--- config.mk ---
export PLATFORM = sky130hd
export DESIGN_NAME = cpu_ctrl_unit_flat
export DESIGN_NICKNAME = d
export VERILOG_FILES = /design/src/rtl/cpu_pkg.sv /design/src/rtl/cpu_ctrl_unit_if.sv /design/src/rtl/alu8.sv /design/src/rtl/cpu_ctrl_unit.sv /design/src/flat_wrapper.sv
export SDC_FILE = /design/constraint.sdc
export NUM_CORES = 1
export LEC_CHECK = 0
export ABC_AREA = 1
export CORE_UTILIZATION = 53
export CTS_BUF_LIST = sky130_fd_sc_hd__clkbuf_4 sky130_fd_sc_hd__clkbuf_8 sky130_fd_sc_hd__clkbuf_16
export DETAILED_ROUTE_END_ITERATION = 8
export PLACE_DENSITY = 0.88
export SKIP_CTS_REPAIR_TIMING = 1
export SYNTH_ARGS = -nofsm -noshare
export SYNTH_HDL_FRONTEND = slang
export SYNTH_SLANG_ARGS = --single-unit
--- constraint.sdc ---
create_clock -name clk -period 4.82 [get_ports clk]
set_clock_uncertainty 0.05 [all_clocks]
set_input_delay 0.482 -clock clk [delete_from_list [all_inputs] [get_ports clk]]
set_output_delay 0.482 -clock clk [all_outputs]
set_load 0.01 [all_outputs]
--- src/rtl/cpu_pkg.sv ---
// Shared definitions for the cpu_ctrl_unit slice: widths, opcodes, FSM states
// and instruction field helpers.
package cpu_pkg;

  localparam int unsigned PC_W    = 8;
  localparam int unsigned DATA_W  = 8;
  localparam int unsigned INSTR_W = 8;
  localparam int unsigned REG_AW  = 2;

  localparam int unsigned OP_LSB  = 6;
  localparam int unsigned RS_LSB  = 4;
  localparam int unsigned RT_LSB  = 2;
  localparam int unsigned RD_LSB  = 0;
  localparam int unsigned JOFF_W  = 6;
  localparam int unsigned IMM_W   = 2;

  typedef enum logic [1:0] {
    OP_ADD  = 2'b00,
    OP_SUB  = 2'b01,
    OP_ADDI = 2'b10,
    OP_J    = 2'b11
  } op_e;

  typedef enum logic [2:0] {
    ST_IDLE   = 3'd0,
    ST_FETCH  = 3'd1,
    ST_DECODE = 3'd2,
    ST_EXEC   = 3'd3,
    ST_WB     = 3'd4,
    ST_HALT   = 3'd5
  } state_e;

  function automatic op_e instr_op(input logic [INSTR_W-1:0] i);
    return op_e'(i[OP_LSB +: 2]);
  endfunction

  function automatic logic [REG_AW-1:0] instr_rs(input logic [INSTR_W-1:0] i);
    return i[RS_LSB +: REG_AW];
  endfunction

  function automatic logic [REG_AW-1:0] instr_rt(input logic [INSTR_W-1:0] i);
    return i[RT_LSB +: REG_AW];
  endfunction

  function automatic logic [REG_AW-1:0] instr_rd(input logic [INSTR_W-1:0] i);
    return i[RD_LSB +: REG_AW];
  endfunction

  function automatic logic [DATA_W-1:0] imm_sext(input logic [INSTR_W-1:0] i);
    return {{(DATA_W-IMM_W){i[RD_LSB+IMM_W-1]}}, i[RD_LSB +: IMM_W]};
  endfunction

  function automatic logic [PC_W-1:0] joff_sext(input logic [INSTR_W-1:0] i);
    return {{(PC_W-JOFF_W){i[JOFF_W-1]}}, i[0 +: JOFF_W]};
  endfunction

endpackage

--- src/rtl/cpu_ctrl_unit_if.sv ---
// Instruction-fetch and register-file port bundle between the controller
// (master) and the memory / register file side (slave).
interface cpu_ctrl_unit_if;
  import cpu_pkg::*;

  logic                 imem_req;
  logic [PC_W-1:0]      imem_addr;
  logic                 imem_valid;
  logic [INSTR_W-1:0]   imem_data;

  logic [REG_AW-1:0]    Read_Register1;
  logic [REG_AW-1:0]    Read_Register2;
  logic [DATA_W-1:0]    Read_Data1;
  logic [DATA_W-1:0]    Read_Data2;
  logic [REG_AW-1:0]    Write_Register;
  logic                 RegWrite;
  logic [DATA_W-1:0]    Write_Data;

  modport master (
    output imem_req, imem_addr,
    input  imem_valid, imem_data,
    output Read_Register1, Read_Register2,
    input  Read_Data1, Read_Data2,
    output Write_Register, RegWrite, Write_Data
  );

  modport slave (
    input  imem_req, imem_addr,
    output imem_valid, imem_data,
    input  Read_Register1, Read_Register2,
    output Read_Data1, Read_Data2,
    input  Write_Register, RegWrite, Write_Data
  );

endinterface

--- src/rtl/alu8.sv ---
// Combinational 8-bit ALU: add for ADD/ADDI, subtract for SUB, modulo 2^DATA_W.
module alu8
  import cpu_pkg::*;
(
  input  op_e               i_op,
  input  logic [DATA_W-1:0] i_a,
  input  logic [DATA_W-1:0] i_b,
  output logic [DATA_W-1:0] o_y
);

  always_comb begin
    o_y = i_a + i_b;
    if (i_op == OP_SUB) o_y = i_a - i_b;
  end

endmodule

--- src/rtl/cpu_ctrl_unit.sv ---
// Multi-cycle fetch/decode/execute/write-back controller driving a 4x8
// register file; supports free-running (run) and single-step execution.
module cpu_ctrl_unit
  import cpu_pkg::*;
(
  input  logic              clk,
  input  logic              reset,
  input  logic              run,
  input  logic              step,
  cpu_ctrl_unit_if.master   bus,
  output logic [PC_W-1:0]   pc,
  output logic              instr_done,
  output logic              halted
);

  state_e              r_state;
  logic [PC_W-1:0]     r_pc;
  logic [INSTR_W-1:0]  r_instr;
  logic [DATA_W-1:0]   r_alu_q;
  logic                r_imem_req;
  logic                r_reg_write;
  logic [REG_AW-1:0]   r_wr_reg;
  logic                r_instr_done;
  logic                r_halted;

  op_e                 w_op;
  logic [DATA_W-1:0]   w_alu_b;
  logic [DATA_W-1:0]   w_alu_y;

  assign w_op    = instr_op(r_instr);
  assign w_alu_b = (w_op == OP_ADDI) ? imm_sext(r_instr) : bus.Read_Data2;

  alu8 u_alu (
    .i_op (w_op),
    .i_a  (bus.Read_Data1),
    .i_b  (w_alu_b),
    .o_y  (w_alu_y)
  );

  // Read addresses follow the latched instruction, so they hold between instructions.
  assign bus.Read_Register1 = instr_rs(r_instr);
  assign bus.Read_Register2 = instr_rt(r_instr);
  assign bus.imem_req       = r_imem_req;
  assign bus.imem_addr      = r_pc;
  assign bus.Write_Register = r_wr_reg;
  assign bus.RegWrite       = r_reg_write;
  assign bus.Write_Data     = r_alu_q;
  assign pc                 = r_pc;
  assign instr_done         = r_instr_done;
  assign halted             = r_halted;

  always_ff @(posedge clk or posedge reset) begin
    if (reset) begin
      r_state      <= ST_IDLE;
      r_pc         <= '0;
      r_instr      <= '0;
      r_alu_q      <= '0;
      r_imem_req   <= 1'b0;
      r_reg_write  <= 1'b0;
      r_wr_reg     <= '0;
      r_instr_done <= 1'b0;
      r_halted     <= 1'b0;
    end else begin
      r_reg_write  <= 1'b0;
      r_instr_done <= 1'b0;
      case (r_state)
        ST_IDLE: begin
          if (run || step) begin
            r_state    <= ST_FETCH;
            r_imem_req <= 1'b1;
          end
        end
        ST_FETCH: begin
          if (bus.imem_valid) begin
            r_instr    <= bus.imem_data;
            r_imem_req <= 1'b0;
            r_state    <= ST_DECODE;
          end
        end
        ST_DECODE: begin
          r_alu_q <= w_alu_y;
          r_state <= ST_EXEC;
        end
        ST_EXEC: begin
          if (w_op == OP_J) begin
            // A zero jump offset is the HALT encoding.
            if (r_instr[0 +: JOFF_W] == '0) begin
              r_halted <= 1'b1;
              r_state  <= ST_HALT;
            end else begin
              r_pc         <= r_pc + joff_sext(r_instr);
              r_instr_done <= 1'b1;
              r_state      <= ST_WB;
            end
          end else begin
            r_pc         <= r_pc + PC_W'(1);
            r_reg_write  <= 1'b1;
            r_wr_reg     <= (w_op == OP_ADDI) ? instr_rt(r_instr) : instr_rd(r_instr);
            r_instr_done <= 1'b1;
            r_state      <= ST_WB;
          end
        end
        ST_WB: begin
          if (run) begin
            r_imem_req <= 1'b1;
            r_state    <= ST_FETCH;
          end else begin
            r_state    <= ST_IDLE;
          end
        end
        ST_HALT: r_state <= ST_HALT;
        default: r_state <= ST_IDLE;
      endcase
    end
  end

endmodule

--- src/flat_wrapper.sv ---
// flat-port wrapper written by rule: the top's interface ports become plain ports
module cpu_ctrl_unit_flat import cpu_pkg::*;
  (clk, reset, run, step, pc, instr_done, halted, bus_imem_req, bus_imem_addr, bus_imem_valid, bus_imem_data, bus_Read_Register1, bus_Read_Register2, bus_Read_Data1, bus_Read_Data2, bus_Write_Register, bus_RegWrite, bus_Write_Data);
  cpu_ctrl_unit_if bus_i ();
  input  logic clk;
  input  logic reset;
  input  logic run;
  input  logic step;
  output logic [PC_W-1:0] pc;
  output logic instr_done;
  output logic halted;
  output wire logic [$bits(bus_i.imem_req)-1:0] bus_imem_req;
  output wire logic [$bits(bus_i.imem_addr)-1:0] bus_imem_addr;
  input wire logic [$bits(bus_i.imem_valid)-1:0] bus_imem_valid;
  input wire logic [$bits(bus_i.imem_data)-1:0] bus_imem_data;
  output wire logic [$bits(bus_i.Read_Register1)-1:0] bus_Read_Register1;
  output wire logic [$bits(bus_i.Read_Register2)-1:0] bus_Read_Register2;
  input wire logic [$bits(bus_i.Read_Data1)-1:0] bus_Read_Data1;
  input wire logic [$bits(bus_i.Read_Data2)-1:0] bus_Read_Data2;
  output wire logic [$bits(bus_i.Write_Register)-1:0] bus_Write_Register;
  output wire logic [$bits(bus_i.RegWrite)-1:0] bus_RegWrite;
  output wire logic [$bits(bus_i.Write_Data)-1:0] bus_Write_Data;
  assign bus_imem_req = bus_i.imem_req;
  assign bus_imem_addr = bus_i.imem_addr;
  assign bus_i.imem_valid = bus_imem_valid;
  assign bus_i.imem_data = bus_imem_data;
  assign bus_Read_Register1 = bus_i.Read_Register1;
  assign bus_Read_Register2 = bus_i.Read_Register2;
  assign bus_i.Read_Data1 = bus_Read_Data1;
  assign bus_i.Read_Data2 = bus_Read_Data2;
  assign bus_Write_Register = bus_i.Write_Register;
  assign bus_RegWrite = bus_i.RegWrite;
  assign bus_Write_Data = bus_i.Write_Data;
  cpu_ctrl_unit u_core (.clk(clk), .reset(reset), .run(run), .step(step), .bus(bus_i), .pc(pc), .instr_done(instr_done), .halted(halted));
endmodule
Yosys cells after proc, flatten, opt, wreduce, memory -nomap -nowiden

Cells that the tools add are included.

$add $sub $neg: 4
Reductions and logical operators: 10
Mux-type cells: 20
Equality and inequality tests: 12
Bitwise operators: 1

Operator list:

| operator              | number |
|---|---|
| $mux W8               | 4 |
| $pmux W3 S6           | 1 |
| $add A8 B8 Y8         | 2 |
| $mux W1               | 11 |
| $add A8 B1 Y8 const B | 1 |
| $reduce_and A2 Y1     | 4 |
| $sub A8 B8 Y8         | 1 |
| $eq A3 B2 Y1 const B  | 2 |
| $eq A3 B3 Y1 const B  | 2 |
| $logic_not A6 Y1      | 1 |
| $mux W3               | 2 |
| $ne A2 B2 Y1 const B  | 3 |
| $eq A2 B2 Y1 const B  | 2 |
| $reduce_and A4 Y1     | 1 |
| $eq A3 B1 Y1 const B  | 1 |
| $logic_not A3 Y1      | 1 |
| $pmux W1 S3           | 1 |
| $reduce_and A3 Y1     | 1 |
| $reduce_bool A3 Y1    | 1 |
| $eq A2 B1 Y1 const B  | 1 |
| $mux W2               | 1 |
| $ne A2 B1 Y1 const B  | 1 |
| $logic_or A1 B1 Y1    | 1 |
| $not A1 Y1            | 1 |

Bits in registers: 33
Input bits: 29
Logic and storage cells: 56

Longest topological paths before layout

Gate-level depths: netlist of the first run.

Word-level depth: 4
Mapped depth: 19
Gate-level depth less buffers: 19

Hierarchy

Synthesis of the first run repeated with hierarchy kept, for this count alone.

Cell total of the unflattened synthesis: 336
Area, all modules: 2369.8 um2

Modules (own cells, without submodules):

| module        | area each (um2) | instances | sequential area each (um2) | cells each |
|---|---|---|---|---|
| cpu_ctrl_unit | 1848.0          | 1         | 825.8                      | 245 |
| alu8          | 521.8           | 1         | 0.0                        | 91 |

Worst setup path after synthesis of the first run

No wires, ideal clock.

Path kind: register to register
Start point: register u_core.r_instr[6]
End point: register u_core.r_alu_q[7] (netlist: u_core.bus.Write_Data[7])
Clock period less this slack: 2.496 ns
Data required time: 4.652 ns
Arrival: 2.329 ns
Path slack: 2.324 ns
Path buffers: 0
Cell stages (with the launch flop): 19
Setup time: 0.118 ns
Cells stage by stage: dfrtp_1 inv_4 nand2_8 nand2_1 inv_1 a21oi_1 ha_1 nand2_1 o21ai_0 nand3_1 nor2_1 a21oi_1 ha_1 a21oi_1 o21ai_0 a31oi_1 nand3_1 nand3_1 nand2_1

Cells in the longest elaborated chain, start to end: 4
Elaborated cells on any way between the ends: 6
Those cells by class: 2 x add/sub; 2 x eq/ne; 2 x mux

Ends and longest elaborated chain:

| element                                               | RTL line               | text |
|---|---|---|
| from (decl)                                           | cpu_ctrl_unit.sv:18    | `logic [INSTR_W-1:0] r_instr;` |
| from (signal assigned)                                | cpu_ctrl_unit.sv:75    | `r_instr <= bus.imem_data;` |
| $eq A2 B2 Y1                                          | cpu_ctrl_unit.sv:31    | `assign w_alu_b = (w_op == OP_ADDI) ? imm_sext(r_instr) : bus.Read_Data2;` |
| $mux W8                                               | cpu_ctrl_unit.sv:31    |  |
| $add A8 B8 Y8 / $sub A8 B8 Y8 (equally long branches) | alu8.sv:12, alu8.sv:13 |  |
| $mux W8 (*)                                           | alu8.sv:13             | `if (i_op == OP_SUB) o_y = i_a - i_b;` |
| to (signal assigned)                                  | cpu_ctrl_unit.sv:81    | `r_alu_q <= w_alu_y;` |
| to (decl)                                             | cpu_ctrl_unit.sv:19    | `logic [DATA_W-1:0] r_alu_q;` |

Mark *: on every way between the ends. The rest lies on a longest branch, timed or not.
A chain may end at the register's enable or synchronous reset.

Worst setup path after layout of the first run

Start point: register u_core.r_instr[7]
End point: register u_core.r_alu_q[7] (netlist: u_core.bus.Write_Data[7])

The elaborated chain is that of the path after synthesis.

==> results of run 1 <==
## where the power goes
group          switching (uW)  internal [uW]
combinational             722            581
sequential                123            408
clock                     100            174
## sequential cells by signal (all words and copies together) (netlist names)
signal / flops
u_core.bus.Write_Data: 8
u_core.bus.imem_addr: 8
u_core.r_instr: 8
u_core.r_state: 3
u_core.bus.Write_Register: 2
u_core.bus.RegWrite: 1
u_core.bus.imem_req: 1
u_core.halted: 1
u_core.instr_done: 1
## critical path: stages, from the launching register on
cell and delay, ns:
dfrtp_1 0.58, nand2_8 0.12, nand2_1 0.10, inv_1 0.05, a21oi_1 0.17, ha_1 0.21
nand2_1 0.07, nor2_1 0.14, nand2_1 0.07, nand2_1 0.07, xor2_1 0.17, ha_1 0.29
a21oi_1 0.16, o21ai_0 0.10, a31oi_1 0.22, nand3_1 0.11, nand3_1 0.11, nand2_1 0.05
## stage by stage
step,hold WS [ns],util [%],cell area (sq um)
after global placement,0.3965,70.83,2935
after CTS,0.4299,73.73,3055
after global routing,0.4600,73.73,3055
after floorplan,0.4383,-,2352
final,0.4223,73.73,3055
after detailed placement,0.4047,70.83,2935
## area by class of cell
type                    count  area, sq um
clock buffers               7        90.09
clock inverters             1        30.03
fillers                   327         1089
inverters                  47        178.9
multi-input cells         233         1240
flip-flops and latches     33        825.8
well taps                  50        62.56
repair buffers             63        628.1
## layout by cell type (no fill, tap or decap), drive strengths merged
cell type      count
bufinv             1
a31oi              4
and2               1
fa                 2
nand3             21
o21ai             23
xor2               4
clkdlybuf4s50     62
a21oi             14
nand2            104
mux2               1
clkbuf             7
nor2              36
nor3               1
nand4              2
or2                1
dfrtp             33
inv               47
ha                15
buf                1
xnor2              3
nand3b             1
## layer usage
metal | GRT usage, % | up-vias | wire [um] | share of wire, %
met1 | 31.52 | 1017 | 2407 | 46
li1 | - | 1131 | - | -
met2 | 41.91 | 65 | 2532 | 48
met3 | 4.441 | 8 | 250 | 4.8
met5 | 0 | - | 0 | 0
met4 | 9.115 | 0 | 72 | 1.4
## how the worst max path moves through the flow
stage | slack (ns) | cells past startpoint | start | to
2_1_floorplan | 2.32 | 18 | u_core.r_instr[6] | u_core.bus.Write_Data[7]
3_3_place_gp | 1.75 | 17 | bus_Read_Data2[1] | u_core.bus.Write_Data[7]
3_5_place_dp | 1.70 | 17 | bus_Read_Data2[1] | u_core.bus.Write_Data[7]
4_1_cts | 1.88 | 17 | u_core.r_instr[7] | u_core.bus.Write_Data[7]
5_1_grt | 1.58 | 17 | u_core.r_instr[7] | u_core.bus.Write_Data[7]
6_report | 1.86 | 17 | u_core.r_instr[7] | u_core.bus.Write_Data[7]
## cells by family (layout without fill, tap and decap cells)
kind of cell    count (synthesis)  after routing  synth area share [%]
mux                             1              1                0.4787
fa+ha+maj                      17             17                 9.681
flops                          33             33                 35.11
buf+inv                        62            118                 12.18
xor+xnor                        7              7                 2.606
simple gates                  167            167                 31.01
compound gates                 41             41                 8.936
==> flow_summary.json, run 1 <==
{
  "tightest_slew_ns": 0.4596,
  "worst-setup-path-type": "reg -> reg",
  "instances_no_fill": 434,
  "place_hpwl_mm": 4.097,
  "yosysMostFrequentCell": "nand2_1",
  "setup_slack_ns": 1.859,
  "gp_congestion": 0.8325,
  "grt_pass1_wl_mm": 8.652,
  "clkSinkCount": 33,
  "drt-pass1-iter-count": 4,
  "track_usage_pct": 24.84,
  "vias_per_cell": 5.118,
  "end_kind": "flop",
  "rsz0062_at_grt": "false",
  "wirelength_mm": 5.262,
  "io_buffer_count": 62,
  "core-area_sq_mm": 0.004144,
  "synth_top_area_cell": "dfrtp_1",
  "r2r-start": "u_core.r_instr[7]",
  "power_uw": 2109,
  "drt_iter0_markers": 108,
  "period_share_pct": 61.43,
  "min_from": "u_core.halted",
  "io_pins": 63,
  "hp-class": "reg -> reg",
  "grt_pass1_vias": 2015,
  "synth_nets": 374,
  "relSlewSlack_pct": 69.25,
  "rr_endpoint": "u_core.bus.Write_Data[7]",
  "dieArea_sq_mm": 0.004709,
  "syn_avg_cell_area_sq_um": 7.172,
  "synthTopCellsByCount": "100 x nand2_1, 42 x inv_1, 33 x dfrtp_1, 32 x nor2_1, 21 x o21ai_0",
  "grt-ovfl-total": 0,
  "worstPathArrival_ns": 3.08,
  "yosysSeqAreaShare_pct": 35.11,
  "synth_top_area_share_pct": 35.11,
  "dp.cells": 426,
  "dieWidth_um": 68.62,
  "cap_violations": 0,
  "num_vias": 2221,
  "die_h_um": 68.62,
  "start_util_pct": 56.76,
  "cts_tree": "yes",
  "htreeDepth": 2,
  "yosys_warnings": 0,
  "antenna_found_initial": 0,
  "cts_buffers": 5,
  "dp_slack_ns": 1.699,
  "worstPathRequired_ns": 4.94,
  "start_kind": "flop",
  "cts_root_buf": "clkbuf_8",
  "syn_to_final_growth_pct": 29.89,
  "synth.area.top_cells": "dfrtp_1 35%, nand2_1 16%, ha_1 8.0%",
  "yosysUniqueCellTypes": 29,
  "synthArstFlopShare_pct": 100.0,
  "synth_edf_count": 0,
  "ys_seq_elements": 33,
  "totalNegativeSetupSlack_ns": 0,
  "drive_gt1_share_pct": 6.771,
  "p_leak_uw": 0.001560,
  "layout_min_cycle_time_ns": 2.961,
  "reg2reg_depth": 17,
  "power_density_mw_per_mm2": 690.2,
  "ir_worst_vdd_uv": 386.5,
  "postRouteAntennaNets": 0,
  "hold_depth": 2,
  "ff2ff_setup_slack_ns": 1.86,
  "cp_max_fo": 10,
  "syn_area_sq_mm": 0.002352,
  "cts_buffer_depth": 2,
  "status": "completed",
  "worstHoldEndpoint": "u_core.halted",
  "setup_violations": 0,
  "clk_latency_ns": 0.28,
  "synth_ff_type": "dfrtp_1",
  "hold_violations": 0,
  "syn_inst": 328,
  "grt_max_degree": 34,
  "fmax_mhz": 337.8,
  "path_clk_slew_ns": 0.07,
  "finalMaxSlewViolations": 0,
  "layout.nets": 429,
  "antennaDiodeCount": 0,
  "drc": 0,
  "rows": 23,
  "wl_per_cell_um": 12.12
}
(Power assumes the default switching activity.)
==> run 2, diff against run 1 <==
--- a/config.mk
+++ b/config.mk
@@ -6,10 +6,10 @@
 export NUM_CORES = 1
 export LEC_CHECK = 0
 export ABC_AREA = 1
-export CORE_UTILIZATION = 53
+export CORE_UTILIZATION = 49
 export CTS_BUF_LIST = sky130_fd_sc_hd__clkbuf_4 sky130_fd_sc_hd__clkbuf_8 sky130_fd_sc_hd__clkbuf_16
 export DETAILED_ROUTE_END_ITERATION = 8
-export PLACE_DENSITY = 0.88
+export PLACE_DENSITY = 0.83
 export SKIP_CTS_REPAIR_TIMING = 1
 export SYNTH_ARGS = -nofsm -noshare
 export SYNTH_HDL_FRONTEND = slang
==> constraint.sdc (replaced) <==
create_clock -name clk -period 2.8 [get_ports clk]
set_clock_uncertainty 0.05 [all_clocks]
set_input_delay 0.28 -clock clk [delete_from_list [all_inputs] [get_ports clk]]
set_output_delay 0.28 -clock clk [all_outputs]
set_load 0.01 [all_outputs]
==> run 2 against run 1 <==
  * The flow now finishes with violations (design-rule violations)
  * Clock-buffer cell count did not move
  * Critical path depth rose by 3
  * Worst hold slack worse by 0.088 ns
  * Non-clock buffer count up 13
  * Combinational power is 110% higher
  * Register-to-register slack lost 1.8 ns
  * Largest cell class unchanged
  * Largest power group unchanged
==> flow_summary.json, run 2 (synthesis gave the netlist of run 1 again) <==
{
  "worst-path-buf-inv": 5,
  "wl_per_cell_um": 12.78,
  "cap_violations": 0,
  "path_cells": "inv_4 > nand2_8 > nand2_2 > inv_1 > a21oi_2 > ha_2 > nand2_2 > o21ai_1 > nand3_1 > nor2_2 > a21oi_2 > ha_1 > buf_6 > nand2_1 > inv_1 > a31oi_4 > inv_1 > nand2_1 > nand3_2 > nand2_1",
  "gp_congestion": 0.8745,
  "grt_max_degree": 34,
  "cts_buffers": 5,
  "fmax_mhz": 358.8,
  "period_share_pct": 99.55,
  "cts_buffer_depth": 2,
  "drc": 3,
  "cp_max_fo": 4,
  "grt_pass1_vias": 2055,
  "dp.cells": 430,
  "dieArea_sq_mm": 0.005082,
  "worst-setup-path-type": "reg -> reg",
  "hold_violations": 0,
  "tightest_slew_ns": 0.4863,
  "drt_iter0_markers": 170,
  "dieWidth_um": 71.29,
  "start_kind": "flop",
  "io_pins": 63,
  "design_area_sq_mm": 0.003213,
  "worstPathArrival_ns": 2.95,
  "core-area_sq_mm": 0.004474,
  "clk_latency_ns": 0.28,
  "io_buffer_count": 62,
  "r2r-start": "u_core.r_instr[6]",
  "hp-class": "in -> async",
  "power_density_mw_per_mm2": 1234,
  "drt-pass1-iter-count": 6,
  "p_leak_uw": 0.001612,
  "grt-ovfl-total": 0,
  "postRouteAntennaNets": 0,
  "antennaDiodeCount": 0,
  "totalNegativeSetupSlack_ns": 0,
  "ff2ff_setup_slack_ns": 0.01,
  "power_uw": 3966,
  "vias_per_cell": 5.192,
  "dpl_cell_area_sq_mm": 0.002953,
  "end_kind": "flop",
  "instances_no_fill": 448,
  "syn_to_final_growth_pct": 36.60,
  "wirelength_mm": 5.726,
  "violations": "design-rule violations",
  "layout_common_cells": "96 x nand2_1, 62 x clkdlybuf4s50_1, 42 x inv_1",
  "layout.nets": 442,
  "setup_violations": 0,
  "antenna_found_initial": 0,
  "rr_endpoint": "u_core.bus.Write_Data[7]",
  "cts_tree": "yes",
  "cts_root_buf": "clkbuf_8",
  "reg2reg_depth": 20,
  "htreeDepth": 2,
  "layout_commonest_cell": "nand2_1",
  "cp_slowest_cell": "dfrtp_2",
  "drive_gt1_share_pct": 14.90,
  "ir_worst_vdd_uv": 494.8,
  "place_hpwl_mm": 4.047,
  "num_vias": 2326,
  "grt_pass1_wl_mm": 8.790,
  "relSlewSlack_pct": 67.46,
  "clkSinkCount": 33,
  "finalMaxSlewViolations": 0,
  "die_h_um": 71.29,
  "path_clk_slew_ns": 0.07,
  "start_util_pct": 52.57,
  "cp_top_family": "simple AND/OR/NAND/NOR gates",
  "status": "finished with violations",
  "layout_min_cycle_time_ns": 2.787,
  "track_usage_pct": 21.59,
  "rows": 24,
  "slowest_delay_ns": 0.43,
  "worstPathRequired_ns": 2.97
}
run 2: worst register-to-register path: stages, from the launching register on:
cell and delay (ns):
dfrtp_2 0.43, inv_4 0.09, nand2_8 0.05, nand2_2 0.06, inv_1 0.06, a21oi_2 0.15
ha_2 0.21, nand2_2 0.07, o21ai_1 0.14, nand3_1 0.11, nor2_2 0.14, a21oi_2 0.05
ha_1 0.34, buf_6 0.14, nand2_1 0.07, inv_1 0.06, a31oi_4 0.19, inv_1 0.06
nand2_1 0.07, nand3_2 0.08, nand2_1 0.09
run 2: through the flow:
stage | hold WS, ns | setup slack [ns] | utilization, %
finish | 0.3345 | 0.01267 | 71.81
global route | 0.3739 | -0.08138 | 71.81
CTS | 0.3509 | -0.09019 | 68.01
detailed placement | 0.4053 | -0.1039 | 66.00
global placement | 0.3975 | -0.02781 | 66.00
floorplan | 0.3510 | 0.3040 | -
run 2: metal layers:
layer  vias up  GRT usage [%]  wire, um
met1      1063          29.31      2552
li1       1156              -         -
met4         0          7.333        86
met3        10          2.813       307
met2        97          35.77      2779
met5         -              0         0
run 2: worst max path at each step:
| stage | slack [ns] | end | from | depth (start not counted) |
|---|---|---|---|---|
| 2_1_floorplan | 0.30 | u_core.bus.Write_Data[7] | u_core.r_instr[6] | 18 |
| 3_3_place_gp | -0.03 | u_core.bus.Write_Data[7] | bus_Read_Data2[1] | 17 |
| 3_5_place_dp | -0.10 | u_core.bus.Write_Data[7] | bus_Read_Data2[1] | 17 |
| 4_1_cts | -0.09 | u_core.bus.Write_Data[7] | u_core.r_instr[6] | 18 |
| 5_1_grt | -0.08 | u_core.bus.Write_Data[7] | u_core.r_instr[6] | 20 |
| 6_report | 0.01 | u_core.bus.Write_Data[7] | u_core.r_instr[6] | 20 |
run 2: report_power, final:
part | total, uW | internal, uW | switching (uW)
Sequential | 912 | 705 | 207
Clock | 376 | 205 | 171
Combinational | 2680 | 1220 | 1460
run 2: final cells by class:
cell class	count	area, sq um
clock buffers	7	90.09
repair buffers	76	729.5
multi-input cells	233	1321
well taps	52	65.06
fillers	351	1261
flip-flops and latches	33	828.3
inverters	47	178.9
==> edit 1 (config.mk and constraints of run 2) <==
Set the package constant `REG_AW` to 1 (it was 2).
--- a/src/rtl/cpu_pkg.sv
+++ b/src/rtl/cpu_pkg.sv
@@ -5,7 +5,7 @@
   localparam int unsigned PC_W    = 8;
   localparam int unsigned DATA_W  = 8;
   localparam int unsigned INSTR_W = 8;
-  localparam int unsigned REG_AW  = 2;
+  localparam int unsigned REG_AW  = 1;
 
   localparam int unsigned OP_LSB  = 6;
   localparam int unsigned RS_LSB  = 4;
Ports: changed (resized bus_Read_Register1, bus_Read_Register2 and bus_Write_Register); port bits go from 63 to 60. No check against the original RTL was run, so the function may have changed too.
==> edit 1 against run 2 <==
Setup slack gained 0.18 ns. Power shrank 9.9%. Cell area shrank 7.7%. Synthesized area shrank 8.4%. Maximum frequency grew 7.0%. Non-clock buffer count shrank 8. Sequential cell count shrank 1. First-iteration DRC count shrank 43%. Routed wire length shrank 12%.
==> edit 1: results (changes against run 2) <==
IO Port Bufs 59 (-4.8%); largest net degree at the start of global routing 33 (-2.9%); total power 3.57 mW (-9.9%); status complete, no violations; slew margin rel. 0.582 (-0.0929); DP Worst Slack -0.0230 ns (+0.0809 ns); Synth area leaders dfrtp_1, nand2_1, ha_1; nets@finish 401 (-9.3%); area post-placement 0.00277 mm^2 (-6.1%); Net Sw Power 1.54 mW (-16%); Synth top cells by count nand2_1, inv_1, dfrtp_1; grt met1 use 0.286 (-0.00666); met3 Usage GRT 0.0383 (+0.0102); Yosys cell types 27 (-6.9%); register area 802 um^2 (-3.2%); Adder-Cell Fraction of Synth Area 0.106 (+0.00888); total number of vias 2077 (-11%); gr usage total 0.229 (+0.0129); gpl congestion 0.868 (-0.72%); Multi-input comb cells 213 (-8.6%); reg-to-reg slack, setup 0.20 ns (+0.18 ns); Mean Syn Cell Area 7.38 um^2 (+2.9%); DRT iter0 DRCs 97 (-43%); syn nets 338 (-9.6%); share of layout cells above drive strength 1 0.104 (-0.0451); post-DP HPWL 3830 um (-5.4%); ClkCell Share 0.0426 (+0.0146); Compound-Gate Fraction of Synth Area 0.105 (+0.0157); Signal inverters 35 (-26%); Critical Path AT 2.77 ns (-0.18 ns)
[edit 1: cell types whose count changed after synthesis, moves of 3 or more]
cell | before | now
inv_2 | 4 | 1
inv_1 | 42 | 34
nand3_1 | 19 | 15
o21ai_0 | 21 | 28
xnor2_1 | 3 | 6
nor2_1 | 32 | 24
nand2_1 | 100 | 88
nor3_1 | 1 | 4
a21oi_1 | 14 | 10
buf_4 | 13 | 8
[edit 1: metal layers]
layer	up-vias	wire length (um)
met4	0	112
met5	-	0
met1	932	2260
met3	14	230
li1	1053	-
met2	78	2410
[edit 1: path summary, 6_finish.rpt]
check,end,cells past startpoint,startpoint
max,u_core.bus.Write_Data[7],18,u_core.r_instr[7]
min,u_core.bus.imem_addr[6],3,reset
max reg2reg,u_core.bus.Write_Data[7],18,u_core.r_instr[7]
min reg2reg,u_core.halted,1,u_core.halted
max in group asynchronous,u_core.r_instr[7],3,reset
min in group clk,u_core.halted,1,u_core.halted
==> edit 2 (settings of run 2) <==
Without the edit above. Encoding of `state_e`: now one-hot (6 bits for 6 states).
--- a/src/rtl/cpu_pkg.sv
+++ b/src/rtl/cpu_pkg.sv
@@ -21,13 +21,13 @@
     OP_J    = 2'b11
   } op_e;
 
-  typedef enum logic [2:0] {
-    ST_IDLE   = 3'd0,
-    ST_FETCH  = 3'd1,
-    ST_DECODE = 3'd2,
-    ST_EXEC   = 3'd3,
-    ST_WB     = 3'd4,
-    ST_HALT   = 3'd5
+  typedef enum logic [5:0] {
+    ST_IDLE   = 6'b000001,
+    ST_FETCH  = 6'b000010,
+    ST_DECODE = 6'b000100,
+    ST_EXEC   = 6'b001000,
+    ST_WB     = 6'b010000,
+    ST_HALT   = 6'b100000
   } state_e;
 
   function automatic op_e instr_op(input logic [INSTR_W-1:0] i);
Check against the original RTL: no difference found for any inputs over 10 cycles, from zero or initial values and one cycle with reset high; not proved beyond that.
==> edit 2 against run 2 <==
Sequential cell count rose by 3. Global-route usage fell by 1.2 points. Routed wire length fell by 11%. Combinational power fell by 31%. Via count fell by 7.1%. First-iteration DRC count fell by 43%. Cell area rose by 0.35%. Setup slack improved by 0.19 ns. Power fell by 23%. Synthesized area rose by 7.0%. Maximum frequency rose by 7.2%. Critical endpoint is now u_core.bus.Write_Data[6].
==> edit 2: results (changes against run 2) <==
R2R Path Start u_core.r_instr[6]; share of layout cells above drive strength 1 0.147 (-0.00154); Yosys cell types 38 (+31%); worst-case vdd ir drop 0.541 mV (+9.3%); slew margin rel. 0.680 (+0.00503); gpl congestion 0.862 (-1.5%); Synth area leaders dfrtp_1, nand2_1, ha_1; post-DP HPWL 3910 um (-3.3%); syn nets 362 (-3.2%); gr usage total 0.204 (-0.0122); reg-to-reg slack, setup 0.20 ns (+0.19 ns); fraction of registers with async set/reset 1.00 (unchanged); final hold slack 0.352 ns (+0.0180 ns); first-pass GRT wire length 8540 um (-2.9%); nets@finish 417 (-5.7%); CP max FO 13 (+9); DR pass1 iterations 4 (-2); vias in the first global route 1931 (-6.0%); CTS max path bufs 2 (unchanged); post-synthesis sequential area ratio 0.358 (+0.00729); Synth top cells by count nand2_1, dfrtp_1, inv_1; WL final 5120 um (-11%); P_leak 1.59 nW (-1.2%); area post-placement 0.00310 mm^2 (+5.0%); DRT iter0 DRCs 97 (-43%); status complete, no violations; fillcell total 424 (+21%)
[edit 2: changes by cell type after synthesis, sizes merged, moves of 2 or more]
cell	before	now
dfrtp	33	35
inv	47	39
nand2	104	96
nand3	21	15
nand4	2	7
nor2	36	32
o21ai	23	25
or2	1	3
[edit 2: power breakdown]
group	total, mW	internal [mW]	switching [mW]
combinational	1.84	0.831	1.01
sequential	0.859	0.703	0.156
clock	0.365	0.194	0.172
[edit 2: path summary, 6_finish.rpt]
check | to | cells after the start
worst max-delay path | u_core.bus.Write_Data[6] | 17
worst min-delay path | u_core.halted | 3
worst max register to register | u_core.bus.Write_Data[6] | 17
worst min register to register | u_core.halted | 2
max in group asynchronous | u_core.r_instr[7] | 3
min in group clk | u_core.halted | 2
[edit 2: cell families (layout without fill, tap and decap cells)]
kind of cell,count (synthesis),after routing,synth area share
buffers and inverters,55,111,0.109
flip-flops,36,36,0.358
adder cells (fa/ha/maj),16,16,0.0855
XOR/XNOR,9,9,0.0343
AO/OA/AOI/OAI,45,45,0.106
AND/OR/NAND/NOR,156,156,0.307
[edit 2: worst max-delay path, cell delays in order (launching register included)]
cell and delay (ns):
dfrtp_1 0.42, inv_4 0.11, nand2_4 0.11, o21ai_2 0.23
nor2_2 0.07, nand2_2 0.09, nand2_1 0.08, nor2_1 0.11
a21oi_1 0.05, ha_1 0.35, a21oi_1 0.18, nand2_1 0.09
nand2_1 0.08, nand2_1 0.06, a21oi_2 0.12, nor2_1 0.05
o21ai_0 0.15, nand2_1 0.07
[edit 2: stage by stage]
step	worst slack, ns	total power [mW]	instances
2_1_floorplan	0.417	2.16	317
3_3_place_gp	0.150	2.58	431
3_5_place_dp	0.114	2.62	431
4_1_cts	0.103	3.01	439
5_1_grt	-0.0344	3.33	440
6_report	0.201	3.07	440
[edit 2: per-layer routing]
layer / track usage / share of wire / vias up
met5: 0 / 0 / -
met4: 0.0513 / 0.011 / 0
met3: 0.0343 / 0.036 / 6
met2: 0.332 / 0.48 / 52
met1: 0.281 / 0.47 / 987
li1: - / - / 1116
[edit 2: layout make-up]
type,count,area (um^2),share of cell area
Clock inverter,1,5.00,0.00155
Tap cell,67,83.8,0.0260
Inverter,39,149,0.0462
Timing Repair Buffer,64,636,0.197
Multi-Input combinational cell,226,1360,0.423
Clock buffer,7,83.8,0.0260
Sequential cell,36,903,0.280
